[config.mk]
export PLATFORM = sky130hd
export DESIGN_NAME = alu_rs_flat
export DESIGN_NICKNAME = d
export VERILOG_FILES = /design/src/rtl/alu_rs_pkg.sv /design/src/rtl/alu_rs_if.sv /design/src/rtl/alu_rs_entry.sv /design/src/rtl/alu_rs.sv /design/src/flat_wrapper.sv
export SDC_FILE = /design/constraint.sdc
export NUM_CORES = 1
export LEC_CHECK = 0
export CORE_ASPECT_RATIO = 0.75
export CORE_UTILIZATION = 40
export DETAILED_ROUTE_END_ITERATION = 8
export GPL_TIMING_DRIVEN = 0
export MAX_ROUTING_LAYER = met4
export PLACE_DENSITY = 0.71
export SLEW_MARGIN = 20
export SYNTH_ARGS = -nofsm -noshare
export SYNTH_HDL_FRONTEND = slang
export SYNTH_SLANG_ARGS = --single-unit
[constraint.sdc]
create_clock -name clk -period 7.1 [get_ports clk]
set_input_delay 0.71 -clock clk [delete_from_list [all_inputs] [get_ports clk]]
set_output_delay 0.71 -clock clk [all_outputs]
set_load 0.005 [all_outputs]
[src/rtl/alu_rs_pkg.sv]
// Shared definitions for the ALU reservation station: function codes,
// default geometry and operand-slot count.
package alu_rs_pkg;

  localparam int WIDTH_DEF = 32;
  localparam int DEPTH_DEF = 4;
  localparam int TAG_W_DEF = 4;
  localparam int FUNC_W    = 4;
  localparam int NUM_OPND  = 2;

  // Codes are carried through untouched; the ALU decides what undefined codes mean.
  typedef enum logic [FUNC_W-1:0] {
    ALU_OP_ADD  = 4'd0,
    ALU_OP_SUB  = 4'd1,
    ALU_OP_AND  = 4'd2,
    ALU_OP_OR   = 4'd3,
    ALU_OP_XOR  = 4'd4,
    ALU_OP_SLL  = 4'd5,
    ALU_OP_SRL  = 4'd6,
    ALU_OP_SRA  = 4'd7,
    ALU_OP_SLT  = 4'd8,
    ALU_OP_SLTU = 4'd9
  } alu_op_e;

endpackage

[src/rtl/alu_rs_if.sv]
// Dispatch, CDB snoop and issue signals of the ALU reservation station.
// master = pipeline side, slave = the station.
interface alu_rs_if
  import alu_rs_pkg::*;
#(
  parameter int WIDTH = WIDTH_DEF,
  parameter int TAG_W = TAG_W_DEF
);

  logic              flush;

  logic              disp_valid;
  logic              disp_ready;
  logic [FUNC_W-1:0] disp_func;
  logic [WIDTH-1:0]  disp_op1;
  logic              disp_op1_rdy;
  logic [TAG_W-1:0]  disp_op1_tag;
  logic [WIDTH-1:0]  disp_op2;
  logic              disp_op2_rdy;
  logic [TAG_W-1:0]  disp_op2_tag;
  logic [TAG_W-1:0]  disp_dest_tag;

  logic              cdb_valid;
  logic [TAG_W-1:0]  cdb_tag;
  logic [WIDTH-1:0]  cdb_data;

  logic              issue_valid;
  logic              issue_ready;
  logic [WIDTH-1:0]  alu_op1;
  logic [WIDTH-1:0]  alu_op2;
  logic [FUNC_W-1:0] alu_func;
  logic [TAG_W-1:0]  issue_dest_tag;

  modport master (
    output flush,
    output disp_valid, disp_func, disp_op1, disp_op1_rdy, disp_op1_tag,
    output disp_op2, disp_op2_rdy, disp_op2_tag, disp_dest_tag,
    output cdb_valid, cdb_tag, cdb_data,
    output issue_ready,
    input  disp_ready, issue_valid, alu_op1, alu_op2, alu_func, issue_dest_tag
  );

  modport slave (
    input  flush,
    input  disp_valid, disp_func, disp_op1, disp_op1_rdy, disp_op1_tag,
    input  disp_op2, disp_op2_rdy, disp_op2_tag, disp_dest_tag,
    input  cdb_valid, cdb_tag, cdb_data,
    input  issue_ready,
    output disp_ready, issue_valid, alu_op1, alu_op2, alu_func, issue_dest_tag
  );

endinterface

[src/rtl/alu_rs_entry.sv]
// One reservation-station slot: holds a micro-op and snoops the CDB to
// capture operands that were still pending at dispatch.
module alu_rs_entry
  import alu_rs_pkg::*;
#(
  parameter int WIDTH = WIDTH_DEF,
  parameter int TAG_W = TAG_W_DEF
) (
  input  logic                             clk,
  input  logic                             rst_n,
  input  logic                             flush,
  input  logic                             load,
  input  logic                             clear,
  input  logic [FUNC_W-1:0]                load_func,
  input  logic [TAG_W-1:0]                 load_dest_tag,
  input  logic [NUM_OPND-1:0]              load_rdy,
  input  logic [NUM_OPND-1:0][TAG_W-1:0]   load_tag,
  input  logic [NUM_OPND-1:0][WIDTH-1:0]   load_val,
  input  logic                             cdb_valid,
  input  logic [TAG_W-1:0]                 cdb_tag,
  input  logic [WIDTH-1:0]                 cdb_data,
  output logic                             valid,
  output logic                             ready,
  output logic [FUNC_W-1:0]                func,
  output logic [TAG_W-1:0]                 dest_tag,
  output logic [NUM_OPND-1:0][WIDTH-1:0]   op_val
);

  logic              valid_reg;
  logic [FUNC_W-1:0] func_reg;
  logic [TAG_W-1:0]  dest_reg;
  logic [NUM_OPND-1:0] rdy_vec;

  always_ff @(posedge clk or negedge rst_n) begin
    if (!rst_n) begin
      valid_reg <= 1'b0;
      func_reg  <= '0;
      dest_reg  <= '0;
    end else if (flush) begin
      valid_reg <= 1'b0;
    end else if (load) begin
      valid_reg <= 1'b1;
      func_reg  <= load_func;
      dest_reg  <= load_dest_tag;
    end else if (clear) begin
      valid_reg <= 1'b0;
    end
  end

  genvar gi;
  for (gi = 0; gi < NUM_OPND; gi++) begin : g_opnd
    logic             rdy_reg;
    logic [TAG_W-1:0] tag_reg;
    logic [WIDTH-1:0] val_reg;
    logic             hit;

    // During a load the incoming tag is compared so a same-cycle broadcast is not missed.
    assign hit = cdb_valid && (cdb_tag == (load ? load_tag[gi] : tag_reg));

    always_ff @(posedge clk or negedge rst_n) begin
      if (!rst_n) begin
        rdy_reg <= 1'b0;
        tag_reg <= '0;
        val_reg <= '0;
      end else if (load) begin
        tag_reg <= load_tag[gi];
        if (load_rdy[gi]) begin
          rdy_reg <= 1'b1;
          val_reg <= load_val[gi];
        end else if (hit) begin
          rdy_reg <= 1'b1;
          val_reg <= cdb_data;
        end else begin
          rdy_reg <= 1'b0;
          val_reg <= load_val[gi];
        end
      end else if (valid_reg && !rdy_reg && hit) begin
        rdy_reg <= 1'b1;
        val_reg <= cdb_data;
      end
    end

    assign rdy_vec[gi] = rdy_reg;
    assign op_val[gi]  = val_reg;
  end

  assign valid    = valid_reg;
  assign ready    = valid_reg && (&rdy_vec);
  assign func     = func_reg;
  assign dest_tag = dest_reg;

endmodule

[src/rtl/alu_rs.sv]
// ALU reservation station: dispatches into the lowest free slot and issues
// the lowest-index slot whose operands are both present.
module alu_rs
  import alu_rs_pkg::*;
#(
  parameter int WIDTH = WIDTH_DEF,
  parameter int DEPTH = DEPTH_DEF,
  parameter int TAG_W = TAG_W_DEF
) (
  input  logic   clk,
  input  logic   rst_n,
  alu_rs_if.slave bus
);

  localparam int IDX_W = (DEPTH > 1) ? $clog2(DEPTH) : 1;

  logic [DEPTH-1:0]                    ent_valid;
  logic [DEPTH-1:0]                    ent_ready;
  logic [DEPTH-1:0]                    load_vec;
  logic [DEPTH-1:0]                    clear_vec;
  logic [FUNC_W-1:0]                   ent_func [DEPTH];
  logic [TAG_W-1:0]                    ent_dest [DEPTH];
  logic [NUM_OPND-1:0][WIDTH-1:0]      ent_opv  [DEPTH];

  logic             free_found;
  logic [IDX_W-1:0] free_idx;
  logic             sel_found;
  logic [IDX_W-1:0] sel_idx;
  logic             disp_fire;
  logic             issue_fire;

  always_comb begin
    free_found = 1'b0;
    free_idx   = '0;
    for (int i = DEPTH - 1; i >= 0; i--) begin
      if (!ent_valid[i]) begin
        free_found = 1'b1;
        free_idx   = IDX_W'(i);
      end
    end
  end

  always_comb begin
    sel_found = 1'b0;
    sel_idx   = '0;
    for (int i = DEPTH - 1; i >= 0; i--) begin
      if (ent_ready[i]) begin
        sel_found = 1'b1;
        sel_idx   = IDX_W'(i);
      end
    end
  end

  // Free slot comes from registered state, so an issuing slot is only reused next cycle.
  assign disp_fire  = bus.disp_valid && free_found && !bus.flush;
  assign issue_fire = sel_found && bus.issue_ready && !bus.flush;
  assign load_vec   = disp_fire  ? (DEPTH'(1) << free_idx) : '0;
  assign clear_vec  = issue_fire ? (DEPTH'(1) << sel_idx)  : '0;

  genvar gi;
  for (gi = 0; gi < DEPTH; gi++) begin : g_entry
    alu_rs_entry #(
      .WIDTH (WIDTH),
      .TAG_W (TAG_W)
    ) u_entry (
      .clk           (clk),
      .rst_n         (rst_n),
      .flush         (bus.flush),
      .load          (load_vec[gi]),
      .clear         (clear_vec[gi]),
      .load_func     (bus.disp_func),
      .load_dest_tag (bus.disp_dest_tag),
      .load_rdy      ({bus.disp_op2_rdy, bus.disp_op1_rdy}),
      .load_tag      ({bus.disp_op2_tag, bus.disp_op1_tag}),
      .load_val      ({bus.disp_op2, bus.disp_op1}),
      .cdb_valid     (bus.cdb_valid),
      .cdb_tag       (bus.cdb_tag),
      .cdb_data      (bus.cdb_data),
      .valid         (ent_valid[gi]),
      .ready         (ent_ready[gi]),
      .func          (ent_func[gi]),
      .dest_tag      (ent_dest[gi]),
      .op_val        (ent_opv[gi])
    );
  end

  assign bus.disp_ready     = free_found;
  assign bus.issue_valid    = sel_found;
  assign bus.alu_op1        = sel_found ? ent_opv[sel_idx][0] : '0;
  assign bus.alu_op2        = sel_found ? ent_opv[sel_idx][1] : '0;
  assign bus.alu_func       = sel_found ? ent_func[sel_idx]   : '0;
  assign bus.issue_dest_tag = sel_found ? ent_dest[sel_idx]   : '0;

endmodule

[src/flat_wrapper.sv]
// flat-port wrapper written by rule: the top's interface ports become plain ports
module alu_rs_flat import alu_rs_pkg::*;
#(
  parameter int WIDTH = WIDTH_DEF,
  parameter int DEPTH = DEPTH_DEF,
  parameter int TAG_W = TAG_W_DEF
)
  (clk, rst_n, bus_flush, bus_disp_valid, bus_disp_func, bus_disp_op1, bus_disp_op1_rdy, bus_disp_op1_tag, bus_disp_op2, bus_disp_op2_rdy, bus_disp_op2_tag, bus_disp_dest_tag, bus_cdb_valid, bus_cdb_tag, bus_cdb_data, bus_issue_ready, bus_disp_ready, bus_issue_valid, bus_alu_op1, bus_alu_op2, bus_alu_func, bus_issue_dest_tag);
  alu_rs_if #(.WIDTH(WIDTH), .TAG_W(TAG_W)) bus_i ();
  input  logic clk;
  input  logic rst_n;
  input wire logic [$bits(bus_i.flush)-1:0] bus_flush;
  input wire logic [$bits(bus_i.disp_valid)-1:0] bus_disp_valid;
  input wire logic [$bits(bus_i.disp_func)-1:0] bus_disp_func;
  input wire logic [$bits(bus_i.disp_op1)-1:0] bus_disp_op1;
  input wire logic [$bits(bus_i.disp_op1_rdy)-1:0] bus_disp_op1_rdy;
  input wire logic [$bits(bus_i.disp_op1_tag)-1:0] bus_disp_op1_tag;
  input wire logic [$bits(bus_i.disp_op2)-1:0] bus_disp_op2;
  input wire logic [$bits(bus_i.disp_op2_rdy)-1:0] bus_disp_op2_rdy;
  input wire logic [$bits(bus_i.disp_op2_tag)-1:0] bus_disp_op2_tag;
  input wire logic [$bits(bus_i.disp_dest_tag)-1:0] bus_disp_dest_tag;
  input wire logic [$bits(bus_i.cdb_valid)-1:0] bus_cdb_valid;
  input wire logic [$bits(bus_i.cdb_tag)-1:0] bus_cdb_tag;
  input wire logic [$bits(bus_i.cdb_data)-1:0] bus_cdb_data;
  input wire logic [$bits(bus_i.issue_ready)-1:0] bus_issue_ready;
  output wire logic [$bits(bus_i.disp_ready)-1:0] bus_disp_ready;
  output wire logic [$bits(bus_i.issue_valid)-1:0] bus_issue_valid;
  output wire logic [$bits(bus_i.alu_op1)-1:0] bus_alu_op1;
  output wire logic [$bits(bus_i.alu_op2)-1:0] bus_alu_op2;
  output wire logic [$bits(bus_i.alu_func)-1:0] bus_alu_func;
  output wire logic [$bits(bus_i.issue_dest_tag)-1:0] bus_issue_dest_tag;
  assign bus_i.flush = bus_flush;
  assign bus_i.disp_valid = bus_disp_valid;
  assign bus_i.disp_func = bus_disp_func;
  assign bus_i.disp_op1 = bus_disp_op1;
  assign bus_i.disp_op1_rdy = bus_disp_op1_rdy;
  assign bus_i.disp_op1_tag = bus_disp_op1_tag;
  assign bus_i.disp_op2 = bus_disp_op2;
  assign bus_i.disp_op2_rdy = bus_disp_op2_rdy;
  assign bus_i.disp_op2_tag = bus_disp_op2_tag;
  assign bus_i.disp_dest_tag = bus_disp_dest_tag;
  assign bus_i.cdb_valid = bus_cdb_valid;
  assign bus_i.cdb_tag = bus_cdb_tag;
  assign bus_i.cdb_data = bus_cdb_data;
  assign bus_i.issue_ready = bus_issue_ready;
  assign bus_disp_ready = bus_i.disp_ready;
  assign bus_issue_valid = bus_i.issue_valid;
  assign bus_alu_op1 = bus_i.alu_op1;
  assign bus_alu_op2 = bus_i.alu_op2;
  assign bus_alu_func = bus_i.alu_func;
  assign bus_issue_dest_tag = bus_i.issue_dest_tag;
  alu_rs #(.WIDTH(WIDTH), .DEPTH(DEPTH), .TAG_W(TAG_W)) u_core (.clk(clk), .rst_n(rst_n), .bus(bus_i));
endmodule
[Word-level counts from Yosys, hierarchy flattened]
Index checks and enable logic that the tools add are counted.
Word-level totals
  input port bits: 124
  output and inout port bits: 74
  word-level logic and storage cells: 225
  flip-flop bits (word level): 332
Cells by class
  reductions and logical operators: 61
  bitwise gates (word level): 2
  eq/ne operators: 8
  shifts and indexed selects: 2
  magnitude comparators: 1
  multiplexer cells: 115
Operator list (count)
  $mux W32: 34
  $bmux W64 S2: 1
  $mux W64: 2
  $mux W4: 16
  $mux W1: 52
  $eq A4 B4 Y1: 8
  $logic_and A1 B1 Y1: 32
  $bmux W4 S2: 2
  $mux W2: 8
  $reduce_and A2 Y1: 8
  $reduce_bool A2 Y1: 8
  $reduce_bool A3 Y1: 4
  $logic_not A1 Y1: 9
  $shl A1 B2 Y4 const A: 2
  $ge A3 B3 Y1 const B: 1
  $not A2 Y3: 1
  $not A1 Y1: 1

[Depth between registers and ports, before layout]
  depth after elaboration: 13
  depth in mapped cells: 10
  mapped depth without buffers: 6

[Hierarchy]
Synthesis repeated with hierarchy kept, for this count alone.
Second synthesis, totals
  cell total of the unflattened synthesis: 1720
  area, all modules: 17459.2 µm²
By module, submodules not included
  alu_rs_entry: times used 4, area each 3918.8 µm², cells each 362
  alu_rs: times used 1, area each 1784.2 µm², cells each 272

[Least setup slack after synthesis]
OpenSTA, ideal clock, no wires.
  path type: input to register
  start: input port bus_disp_valid
  end: register u_core.g_entry[0].u_entry.g_opnd[0].val_reg[10]
  stages on the path: 8
  path buffers: 2
  required time: 6.974 ns
  slack: 4.198 ns
  library setup time: 0.126 ns
  arrival: 2.776 ns
  cells stage by stage: nor3b_4 -> mux2i_1 -> xnor2_1 -> or4_1 -> buf_2 -> o31a_4 -> buf_6 -> a221o_1
On the way
  longest elaborated chain between the ends: 9
  elaborated cells on any way between the ends: 11
  classes of those cells: eq/ne (1); mux (5); reduce/logical (5)
RTL lines
  from (decl): RTL line flat_wrapper.sv:13  | input wire logic [$bits(bus_i.disp_valid)-1:0] bus_disp_valid;
  $logic_and A1 B1 Y1 (*) (2 in series): RTL line alu_rs.sv:55  | assign disp_fire = bus.disp_valid && free_found && !bus.flush;
  $mux W4 (*): RTL line alu_rs.sv:57  | assign load_vec = disp_fire ? (DEPTH'(1) << free_idx) : '0;
  $mux W4: RTL line alu_rs_entry.sv:58  | assign hit = cdb_valid && (cdb_tag == (load ? load_tag[gi] : tag_reg));
  $eq A4 B4 Y1: RTL line alu_rs_entry.sv:58
  $logic_and A1 B1 Y1: RTL line alu_rs_entry.sv:58
  $mux W32: RTL line alu_rs_entry.sv:70  | end else if (hit) begin
  $mux W32: RTL line alu_rs_entry.sv:67  | if (load_rdy[gi]) begin
  $mux W32: RTL line alu_rs_entry.sv:65  | end else if (load) begin
  to (signal assigned): RTL line alu_rs_entry.sv:69  | val_reg <= load_val[gi];
  to (signal assigned): RTL line alu_rs_entry.sv:72  | val_reg <= cdb_data;
  to (signal assigned): RTL line alu_rs_entry.sv:75  | val_reg <= load_val[gi];
  to (decl): RTL line alu_rs_entry.sv:54  | logic [WIDTH-1:0] val_reg;
Every way passes the cells marked *; elsewhere a longest branch is shown, timed or not.
A chain may end at the register's enable or synchronous reset.

[Worst setup path after layout]
  start: register u_core.g_entry[2].u_entry.valid_reg
  end: output port bus_alu_op2[27]
On the way
  longest elaborated chain between the ends: 9
  elaborated cells on any way between the ends: 12
  classes of those cells: mux (10); bitwise (1); reduce/logical (1)
RTL lines
  from (decl): RTL line alu_rs_entry.sv:29  | logic valid_reg;
  from (signal assigned): RTL line alu_rs_entry.sv:36  | valid_reg <= 1'b0;
  from (signal assigned): RTL line alu_rs_entry.sv:40  | valid_reg <= 1'b0;
  from (signal assigned): RTL line alu_rs_entry.sv:42  | valid_reg <= 1'b1;
  $logic_and A1 B1 Y1 (*): RTL line alu_rs_entry.sv:88  | assign ready = valid_reg && (&rdy_vec);
  $mux W2 (3 in series): RTL line alu_rs.sv:47  | if (ent_ready[i]) begin
  $not A2 Y3 (implied by the code): RTL line alu_rs.sv:90  | assign bus.alu_op2 = sel_found ? ent_opv[sel_idx][1] : '0;
  $bmux W64 S2: RTL line alu_rs.sv:90
  $mux W64 (2 in series)
  $mux W32 (*): RTL line alu_rs.sv:90
  to (decl): RTL line flat_wrapper.sv:29  | output wire logic [$bits(bus_i.alu_op2)-1:0] bus_alu_op2;
Every way passes the cells marked *; elsewhere a longest branch is shown, timed or not. The select of a mux whose other input is x is not followed.

==> results.md <==
- CTS sink count: 332
- Final Hold Slack: 0.1149 ns
- Post-synthesis xor/xnor area fraction: 0.01746
- Setup Buffers After CTS: 0
- Net Count, Synth: 1810
- Final Hold Vio Count: 0
- Post-synthesis simple-gate area fraction: 0.1392
- Worst slew pin tran: 1.231 ns
- Max clock buf depth: 3
- Post-route setup slack: 2.213 ns
- Initial antenna violation count: 3
- IO Pins: 198
- Initial core utilization: 0.4061
- Via/cell ratio: 6.507
- Main flop type after synthesis: dfrtp_1
- P_leak: 9.448 nW
- Fmax: 204.6 MHz
- Synth top cells by count: dfrtp_1, nand2_1, a221o_1
- Worst Path Arrival: 4.18 ns
- Synth Area in Compound Gates: 0.2741
- Ys async rst share: 1.000
- Resized cells post-CTS: 0
- Count of cell types in the netlist: 63
- Register area share after synthesis: 0.5019
- Cell count after synthesis: 1686
- Synth top area share: 0.5019
- Worst Path Required: 6.39 ns
- Total Wirelength: 63.53 mm
- CP max-delay cell: nor2_1
- DIE AREA: 42210 sq um
- GRT overflow: 0
- # nets final: 2044
- Syn_area_per_cell: 9.818 sq um
- Post-Syn Area: 16550 sq um
- Setup TNS: 0 ns
- Maxcap violations: 0
- Die X: 236.9 um
- Share of post-route cells with drive strength above 1: 0.05913
- Final Non-Filler Cells: 2476
- EDFF count, synth: 0
- Crit path time final: 4.887 ns
- Worst-path fanout max: 10
- Hpwl dp: 43.89 mm
- Ratio of final minimum period to clock period: 0.6883
- Worst Setup End Kind: output port
- TritonCTS clock tree: done
- Post-DR wirelength/cell: 25.66 um
- Worst hold path class: in2async
- Rows: 64
- CTS root buffer: clkbuf_16
- Most used cell, CP: clkbuf_1
- Main combinational cell family by area after synthesis: compound AO/OA/AOI/OAI gates
- Setup WS pre-CTS: 2.453 ns
- DIE HEIGHT: 178.2 um
- Outcome: completed
- Crit-path max cell delay: 0.93 ns
- IO buf count: 192
- RSZ-0062 raised after global routing: false
- VDD IR max: 153.3 uV
- Post-route clock skew: 0.02106 ns
- Drt pass-1 iters: 9
- Largest register FFs: 256
- Hold_buf cts: 0
- Worst-skew pair later-pin latency: 0.54 ns
- Iteration-0 DRC Markers: 2786
- Synth Area in Adders: 0
- Max-slew violation count: 0
- Clk pin slew, worst setup/hold paths: 0.07 ns
- Synthesis-stage register bit count: 332
- GRT Util Overall: 0.3055
- Filler Cells Inserted: 3704
- Dominant cell by count in the synthesized netlist: dfrtp_1
- Crit-path cells: clkbuf_1, nand3_1, nor2_1, clkbuf_1, a222oi_1, a21oi_1, clkdlybuf4s50_1
- Cts bufs inserted: 36
- Pin count of the biggest net entering global routing: 100
- Post-route ant nets: 0
- Startpoint Class: flop
- Synthesis-to-layout area growth: 23.49%
- Yosys Warn Count: 0
- Mux cell area share after synthesis: 0.01723
- Pwr Density: 268.5 nW/um^2
- Worst rel slew slack: 0.1761
- First-pass GRT wire length: 95.42 mm
- Vias: 16111
- Vias in the first global route: 15709
- Largest area contributor in the netlist: dfrtp_1
- H-Tree Depth: 2
- GP Congestion: 0.9636
- Final number of setup-violating endpoints: 0
- DRC: 0
- Core Region: 40760 sq um
- Placed cells: 2410
- Crit path kind: reg2out
- Ranking of synthesized cells by area: dfrtp_1, a221o_1, nand2_1, a222oi_1, a22o_1
- Total power draw: 5.489 mW
final cells by class:
cell class / instances / area [sq um] / share of cell area
well taps: 528 / 660.6 / 0.03232
multi-input cells: 1147 / 7438 / 0.3639
diodes: 3 / 7.507 / 0.0003672
repair buffers: 196 / 2014 / 0.09854
plain buffers: 156 / 636.9 / 0.03115
clock inverters: 11 / 142.6 / 0.006978
clock buffers: 52 / 1042 / 0.05099
flip-flops and latches: 332 / 8308 / 0.4064
inverters: 51 / 191.4 / 0.009365
worst max-delay path, delay by kind of cell (launching register included):
| family | cells | cell delay [ns] |
|---|---|---|
| compound gates | 2 | 0.57 |
| simple gates | 2 | 1.17 |
| buf+inv | 3 | 1.55 |
| flops | 1 | 0.35 |
power breakdown:
group	total [mW]	switching, mW	internal (mW)
Combinational	1.09	0.588	0.497
Clock	1.94	0.808	1.13
Sequential	2.46	0.220	2.24
cells by family (layout without fill, tap and decap cells):
kind of cell           Yosys count  count (layout)
other                            0               3
buffers and inverters          207             466
XOR/XNOR                        33              33
AND/OR/NAND/NOR                524             524
AO/OA/AOI/OAI                  564             564
flip-flops                     332             332
multiplexers                    26              26
layout by cell type, fill, tap and decap left out, types with 5 or more instances in the layout:
cell type / synthesis / final
inv_1: 51 / 51
clkbuf_8: 0 / 6
nand2_1: 324 / 324
xnor2_1: 15 / 15
clkbuf_16: 0 / 37
nor2_1: 81 / 81
a221o_1: 128 / 128
a22o_1: 64 / 64
clkdlybuf4s50_1: 0 / 191
o21ai_0: 43 / 43
a22oi_1: 64 / 64
nor3_1: 8 / 8
clkbuf_1: 125 / 134
dfrtp_1: 332 / 332
and2_1: 35 / 35
nand3_1: 9 / 9
mux2i_1: 6 / 6
a31oi_1: 11 / 10
buf_2: 17 / 18
mux2_2: 20 / 20
a21oi_1: 81 / 81
a311oi_1: 5 / 5
nor2b_1: 7 / 7
buf_1: 10 / 10
nor4_1: 34 / 33
a222oi_1: 72 / 72
a21o_1: 65 / 65
xor2_1: 18 / 18
worst paths after layout:
kind,start,slack (ns),endpoint,depth (start not counted)
max,u_core.g_entry[2].u_entry.valid,2.21,bus_alu_op2[27],7
min,rst_n,0.11,u_core.g_entry[0].u_entry.g_opnd[1].val_reg[4],1
max reg2reg,u_core.g_entry[0].u_entry.valid,3.40,u_core.g_entry[1].u_entry.g_opnd[0].val_reg[9],8
min reg2reg,u_core.g_entry[1].u_entry.g_opnd[1].val_reg[15],0.47,u_core.g_entry[1].u_entry.g_opnd[1].val_reg[15],2
max in group asynchronous,rst_n,5.59,u_core.g_entry[2].u_entry.g_opnd[1].val_reg[29],3
min in group clk,u_core.g_entry[1].u_entry.g_opnd[1].val_reg[15],0.47,u_core.g_entry[1].u_entry.g_opnd[1].val_reg[15],2
through the flow:
stage,utilization,area (sq um)
6_report,0.5015,20440
5_1_grt,0.5015,20440
4_1_cts,0.5014,20430
3_5_place_dp,0.4723,19250
3_3_place_gp,0.4695,19140
2_1_floorplan,-,16550
per-layer routing:
| metal | up-vias | GRT usage | share of wire |
|---|---|---|---|
| met5 | - | - | 0 |
| met4 | 0 | 0.1009 | 0.032 |
| met3 | 156 | 0.08403 | 0.12 |
| met2 | 1130 | 0.4386 | 0.43 |
| met1 | 8060 | 0.4156 | 0.42 |
| li1 | 6765 | - | - |
(Power assumes the default switching activity.)
